**config.mk**
```make
export PLATFORM = sky130hd
export DESIGN_NAME = uart_rx_ctrl_flat
export DESIGN_NICKNAME = d
export VERILOG_FILES = /design/src/rtl/uart_rx_ctrl_if.sv /design/src/rtl/uart_rx_ctrl.sv /design/src/flat_wrapper.sv
export SDC_FILE = /design/constraint.sdc
export NUM_CORES = 1
export LEC_CHECK = 0
export ABC_AREA = 0
export BUFFER_PORTS_ARGS = -buffer_cell sky130_fd_sc_hd__buf_2
export CAP_MARGIN = 15
export CORE_MARGIN = 2
export CORE_UTILIZATION = 30
export CTS_CLUSTER_SIZE = 30
export DETAILED_ROUTE_END_ITERATION = 10
export SYNTH_ARGS = -nofsm -noshare
export SYNTH_HDL_FRONTEND = slang
export SYNTH_SLANG_ARGS = --single-unit
```
**constraint.sdc**
```tcl
create_clock -name CLK -period 3 [get_ports CLK]
set_input_delay 0.3 -clock CLK [delete_from_list [all_inputs] [get_ports CLK]]
set_output_delay 0.3 -clock CLK [all_outputs]
set_load 0.01 [all_outputs]
```
**src/rtl/uart_rx_ctrl_if.sv**
```systemverilog
// Parallel-side handshake of the UART receiver: byte/valid/ack plus status pulses.
// master = receiver (produces bytes), slave = consumer (acknowledges them).
interface uart_rx_ctrl_if;
  logic [7:0] recv_data;
  logic       recv_valid;
  logic       recv_ack;
  logic       busy;
  logic       frame_err;
  logic       overrun;

  modport master (
    output recv_data, recv_valid, busy, frame_err, overrun,
    input  recv_ack
  );

  modport slave (
    input  recv_data, recv_valid, busy, frame_err, overrun,
    output recv_ack
  );
endinterface

```
**src/rtl/uart_rx_ctrl.sv**
```systemverilog
// 8N1 UART receiver: synchronises UART_RX, samples each bit at its centre and
// delivers bytes over a valid/ack handshake with framing and overrun reporting.
module uart_rx_ctrl #(
  parameter logic [13:0] TIMER_MAX = 14'd10416,
  parameter logic [13:0] HALF_MAX  = 14'd5208
) (
  input  logic           CLK,
  input  logic           RST_N,
  input  logic           UART_RX,
  uart_rx_ctrl_if.master rx
);

  typedef enum logic [1:0] {IDLE, START, DATA, STOP} state_t;

  state_t      state, state_nxt;
  logic        rx_meta, rx_s, rx_d;
  logic [13:0] timer, timer_nxt;
  logic [2:0]  bit_idx, bit_idx_nxt;
  logic [7:0]  shift, shift_nxt;
  logic        deliver, stop_bad;

  logic [7:0]  recv_data_q;
  logic        recv_valid_q;
  logic        frame_err_q;
  logic        overrun_q;

  // Idle-high reset values keep a low line at reset release from looking like an edge.
  always_ff @(posedge CLK or negedge RST_N) begin
    if (!RST_N) begin
      rx_meta <= 1'b1;
      rx_s    <= 1'b1;
      rx_d    <= 1'b1;
    end else begin
      // NOTE: non-blocking so each flop takes the pre-edge value of the one before it.
      rx_meta <= UART_RX;
      rx_s    <= rx_meta;
      rx_d    <= rx_s;
    end
  end

  always_comb begin
    // NOTE: every output gets a default first, so no path leaves one unassigned (no latch).
    state_nxt   = state;
    timer_nxt   = timer + 14'd1;
    bit_idx_nxt = bit_idx;
    shift_nxt   = shift;
    deliver     = 1'b0;
    stop_bad    = 1'b0;

    unique case (state)
      IDLE: begin
        timer_nxt = '0;
        if (rx_d && !rx_s) state_nxt = START;
      end
      START: begin
        if (timer == HALF_MAX) begin
          timer_nxt   = '0;
          bit_idx_nxt = '0;
          state_nxt   = rx_s ? IDLE : DATA;
        end
      end
      DATA: begin
        if (timer == TIMER_MAX) begin
          timer_nxt   = '0;
          shift_nxt   = {rx_s, shift[7:1]};
          bit_idx_nxt = bit_idx + 3'd1;
          if (bit_idx == 3'd7) state_nxt = STOP;
        end
      end
      STOP: begin
        if (timer == TIMER_MAX) begin
          timer_nxt = '0;
          state_nxt = IDLE;
          deliver   = rx_s;
          stop_bad  = !rx_s;
        end
      end
      default: state_nxt = IDLE;
    endcase
  end

  always_ff @(posedge CLK or negedge RST_N) begin
    if (!RST_N) begin
      state   <= IDLE;
      timer   <= '0;
      bit_idx <= '0;
      shift   <= '0;
    end else begin
      state   <= state_nxt;
      timer   <= timer_nxt;
      bit_idx <= bit_idx_nxt;
      shift   <= shift_nxt;
    end
  end

  // A delivery always wins over an ack in the same cycle; overrun only if the old byte was unacked.
  always_ff @(posedge CLK or negedge RST_N) begin
    if (!RST_N) begin
      recv_data_q  <= '0;
      recv_valid_q <= 1'b0;
      frame_err_q  <= 1'b0;
      overrun_q    <= 1'b0;
    end else begin
      frame_err_q <= stop_bad;
      overrun_q   <= deliver && recv_valid_q && !rx.recv_ack;
      if (deliver) begin
        recv_data_q  <= shift;
        recv_valid_q <= 1'b1;
      end else if (recv_valid_q && rx.recv_ack) begin
        recv_valid_q <= 1'b0;
      end
    end
  end

  assign rx.recv_data  = recv_data_q;
  assign rx.recv_valid = recv_valid_q;
  assign rx.frame_err  = frame_err_q;
  assign rx.overrun    = overrun_q;
  assign rx.busy       = (state != IDLE);

endmodule
```
**src/flat_wrapper.sv**
```systemverilog
// flat-port wrapper written by rule: the top's interface ports become plain ports
module uart_rx_ctrl_flat 
#(
  parameter logic [13:0] TIMER_MAX = 14'd10416,
  parameter logic [13:0] HALF_MAX  = 14'd5208
)
  (CLK, RST_N, UART_RX, rx_recv_data, rx_recv_valid, rx_busy, rx_frame_err, rx_overrun, rx_recv_ack);
  uart_rx_ctrl_if rx_i ();
  input  logic CLK;
  input  logic RST_N;
  input  logic UART_RX;
  output wire logic [$bits(rx_i.recv_data)-1:0] rx_recv_data;
  output wire logic [$bits(rx_i.recv_valid)-1:0] rx_recv_valid;
  output wire logic [$bits(rx_i.busy)-1:0] rx_busy;
  output wire logic [$bits(rx_i.frame_err)-1:0] rx_frame_err;
  output wire logic [$bits(rx_i.overrun)-1:0] rx_overrun;
  input wire logic [$bits(rx_i.recv_ack)-1:0] rx_recv_ack;
  assign rx_recv_data = rx_i.recv_data;
  assign rx_recv_valid = rx_i.recv_valid;
  assign rx_busy = rx_i.busy;
  assign rx_frame_err = rx_i.frame_err;
  assign rx_overrun = rx_i.overrun;
  assign rx_i.recv_ack = rx_recv_ack;
  uart_rx_ctrl #(.TIMER_MAX(TIMER_MAX), .HALF_MAX(HALF_MAX)) u_core (.CLK(CLK), .RST_N(RST_N), .UART_RX(UART_RX), .rx(rx_i));
endmodule
```
==> summary.md <==
| Metric | Value |
|---|---|
| Final Max Slew Viols | 0 |
| Syn-to-layout area delta | 13.9% |
| Leakage Power | 1.06 nW |
| Dpl hpwl | 2130 um |
| Inserted Diodes | 0 |
| Via count | 1200 |
| Hold path start | UART_RX |
| Status | complete, no violations |
| Initial DRC count | 25 |
| Synth Area in Simple Gates | 16.9% |
| Overall power | 1.38 mW |
| H-tree levels | 2 |
| Dpl cells | 247 |
| Crit-path cells | inv_1, ha_1, or4b_4, nor4_4, and3_1, mux2_2 |
| CP Data Required Time | 3.18 ns |
| Synthesis Warnings | 0 |
| Final WL | 3110 um |
| Post-synthesis compound-gate area fraction | 4.93% |
| Post-synthesis mux area share | 10.5% |
| Tmin final | 2.44 ns |
| Peak Freq | 410 MHz |
| Post-synthesis register bit count | 41 |
| Yosys top cell by area | dfrtp_1 |
| Vias per cell | 4.71 |
| Distinct cell type count after synthesis | 36 |
| Finished Layout Cells | 255 |
| Commonest cells after routing, fill and taps aside | dfrtp_1 (38), mux2_2 (16), nor2_1 (15), buf_2 (15), nand2_1 (11) |
| DR DRC count | 0 |
| Crit-path max cell delay | 0.49 ns |
| Port Buf Inserts | 15 |
| TritonRoute pass-1 iters | 4 |
| Slew HR | 40.6% |
| XOR/XNOR share of the synthesized area | 5.07% |
| Pin count of the biggest net entering global routing | 42 |
| Hold Crit Depth | 1 |
| Final core occ | 34.7% |
| CP bufs+invs | 1 |
| Cell Area, Synth | 0.00190 mm^2 |
| Measured slew at the worst slew-check pin | 0.891 ns |
| Worst R2R Start | u_core.timer[0] |
| Clock root cell | clkbuf_8 |
| Levels on crit path | 6 |
| RSZ-0062 raised after global routing | no |
| R2R cell count | 6 |
| Die width | 83.6 um |
| Max Root-Sink Buffers | 2 |
| Largest family of logic cells by synthesized area | simple AND/OR/NAND/NOR gates |
| Die Y | 83.6 um |
| Clock Power Share | 32.4% |
| Mapped Avg Cell Area | 12.0 um^2 |
| Sw Pwr | 439 uW |
| Register share of total power | 44.0% |
| Initial Util | 30.5% |
| Core area | 0.00624 mm^2 |
| Routed WL per cell | 12.2 um |
| TritonCTS clock tree | built |
| Fin crit share | 81.4% |
| Area contributors post-synth | dfrtp_1 (50%), mux2_2 (9.5%), ha_1 (5.3%), dfstp_2 (4.1%), xor2_1 (4.1%) |
| Syn Nets | 170 |
| Met3 GRT Util | 2.47% |
| RD Place Congestion | 0.748 |
| Comb pwr share | 23.5% |
| Standard-cell rows | 29 |
| Initial antenna violation count | 0 |
| CTS Buf Count | 5 |
| DIE AREA | 0.00699 mm^2 |
| Final hold vios | 0 |
| Power Internal | 945 uW |
| Worst skew pair latency | 0.29 ns |
| Grt total ovfl | 0 |
| Max-cap violation count | 0 |
| PostCTS Resize Cnt | 0 |
| Most common cell after layout, fill and taps aside | dfrtp_1 |
| CP startpoint kind | flop |
| Sw Share | 31.7% |
| Layout cell share with drive strength beyond 1 | 27.0% |
| Met2 usage | 15.2% |
| Synthesized instance count | 158 |
| GRT busiest layer | met2 |
| Hold Path Class | in2reg |
| Worst setup path start | u_core.timer[0] |
| Setup Fix Bufs, Post-CTS | 0 |
| I/O pins | 16 |
| Worst Skew | 0.0104 ns |
| GRT Resource Usage Total | 9.65% |
| CTS sink cnt | 41 |
| Global-route wire length before repair | 5590 um |
| Layout net count | 189 |
| Worst setup EP type | flop |
| Worst-path clk slew | 0.08 ns |
| Post-synth top area share | 50.0% |
| CP arrival | 2.62 ns |
| Post-synthesis sequential area ratio | 54.1% |
| IR drop worst, VDD | 0.000357 V |
| Global Route met1 Usage | 13.1% |
| Post-Synth Adder-Cell Area | 5.26% |
| CP delay by family, top | simple AND/OR/NAND/NOR gates |
| Vias in the first global route | 1220 |
| Pwr Density | 639 mW/mm^2 |
| Slowest CP cell | or4b_4 |
| Critical-path maximum fanout | 10 |
| # setup viols final | 0 |
| Final ANT Viol Nets | 0 |
| Crit path kind | reg2reg |
| Fillcell total | 630 |
| TNS Setup | 0 ns |
| Post-CTS Hold Buffers | 0 |
## final cells by class
cell class | count | area, um^2 | share of cell area, %
flip-flops and latches | 41 | 1030 | 47.5
multi-input cells | 105 | 812 | 37.5
well taps | 77 | 96.3 | 4.45
repair buffers | 16 | 82.6 | 3.81
clock buffers | 5 | 68.8 | 3.18
clock inverters | 3 | 46.3 | 2.14
inverters | 8 | 30.0 | 1.39
## flip-flops by register name (all words and copies together), names as in the netlist, named ones only
name / count
u_core.timer: 14
u_core.state: 1
u_core.rx.overrun: 1
u_core.rx.recv_valid: 1
u_core.rx.recv_data: 8
u_core.rx_d: 1
u_core.bit_idx: 3
u_core.rx_s: 1
u_core.shift: 8
u_core.rx_meta: 1
u_core.rx.frame_err: 1
## cells in the mapped netlist, drive strengths merged
master,n
dfrtp,38
mux2,16
nor2,15
nand2,12
nand3,9
xor2,9
ha,8
inv,8
and3,4
buf,4
dfstp,3
nand2b,3
nand3b,3
o21ai,3
mux2i,2
nor4,2
o221ai,2
or4bb,2
xnor2,2
a21boi,1
a21o,1
a21oi,1
a22o,1
a22oi,1
and4,1
nand4,1
nand4b,1
nor3b,1
o21a,1
o41ai,1
or3,1
or4b,1
## metrics by stage
| step | hold slack, ns | cell area [um^2] | setup slack [ns] |
|---|---|---|---|
| after floorplan | 0.00441 | 1900 | 0.827 |
| after global placement | 0.347 | 2050 | 0.567 |
| final | 0.101 | 2170 | 0.559 |
| after detailed placement | 0.348 | 2050 | 0.537 |
| after CTS | 0.0919 | 2170 | 0.525 |
| after global routing | 0.0808 | 2170 | 0.396 |
## worst paths after layout
path	endpoint	slack, ns
min in group asynchronous	u_core.shift[5]	0.13
worst min-delay path	u_core.rx_meta	0.10
worst min register to register	u_core.rx_s	0.36
worst max-delay path	u_core.rx.recv_data[0]	0.56
worst max register to register	u_core.rx.recv_data[0]	0.56
max in group asynchronous	u_core.timer[12]	2.32
## per-layer routing
layer / routed length [um] / up-vias
met3: 90 / 7
li1: - / 586
met4: 44 / 0
met1: 1490 / 591
met2: 1480 / 16
met5: 0 / -
## kinds of logic (layout without fill, tap and decap cells)
logic type | after synthesis | after routing
mux | 18 | 18
buf+inv | 12 | 32
fa+ha+maj | 8 | 8
xor+xnor | 11 | 11
compound gates | 12 | 12
simple gates | 56 | 56
flops | 41 | 41
## power groups by stage
stage	Sequential [mW]	Clock (mW)	Combinational, mW
global placement	0.619	0	0.327
floorplan	0.614	0	0.259
finish	0.610	0.449	0.326
detailed placement	0.621	0	0.332
CTS	0.611	0.463	0.334
global route	0.615	0.483	0.376
No activity file was read; power rests on OpenSTA's default activity.
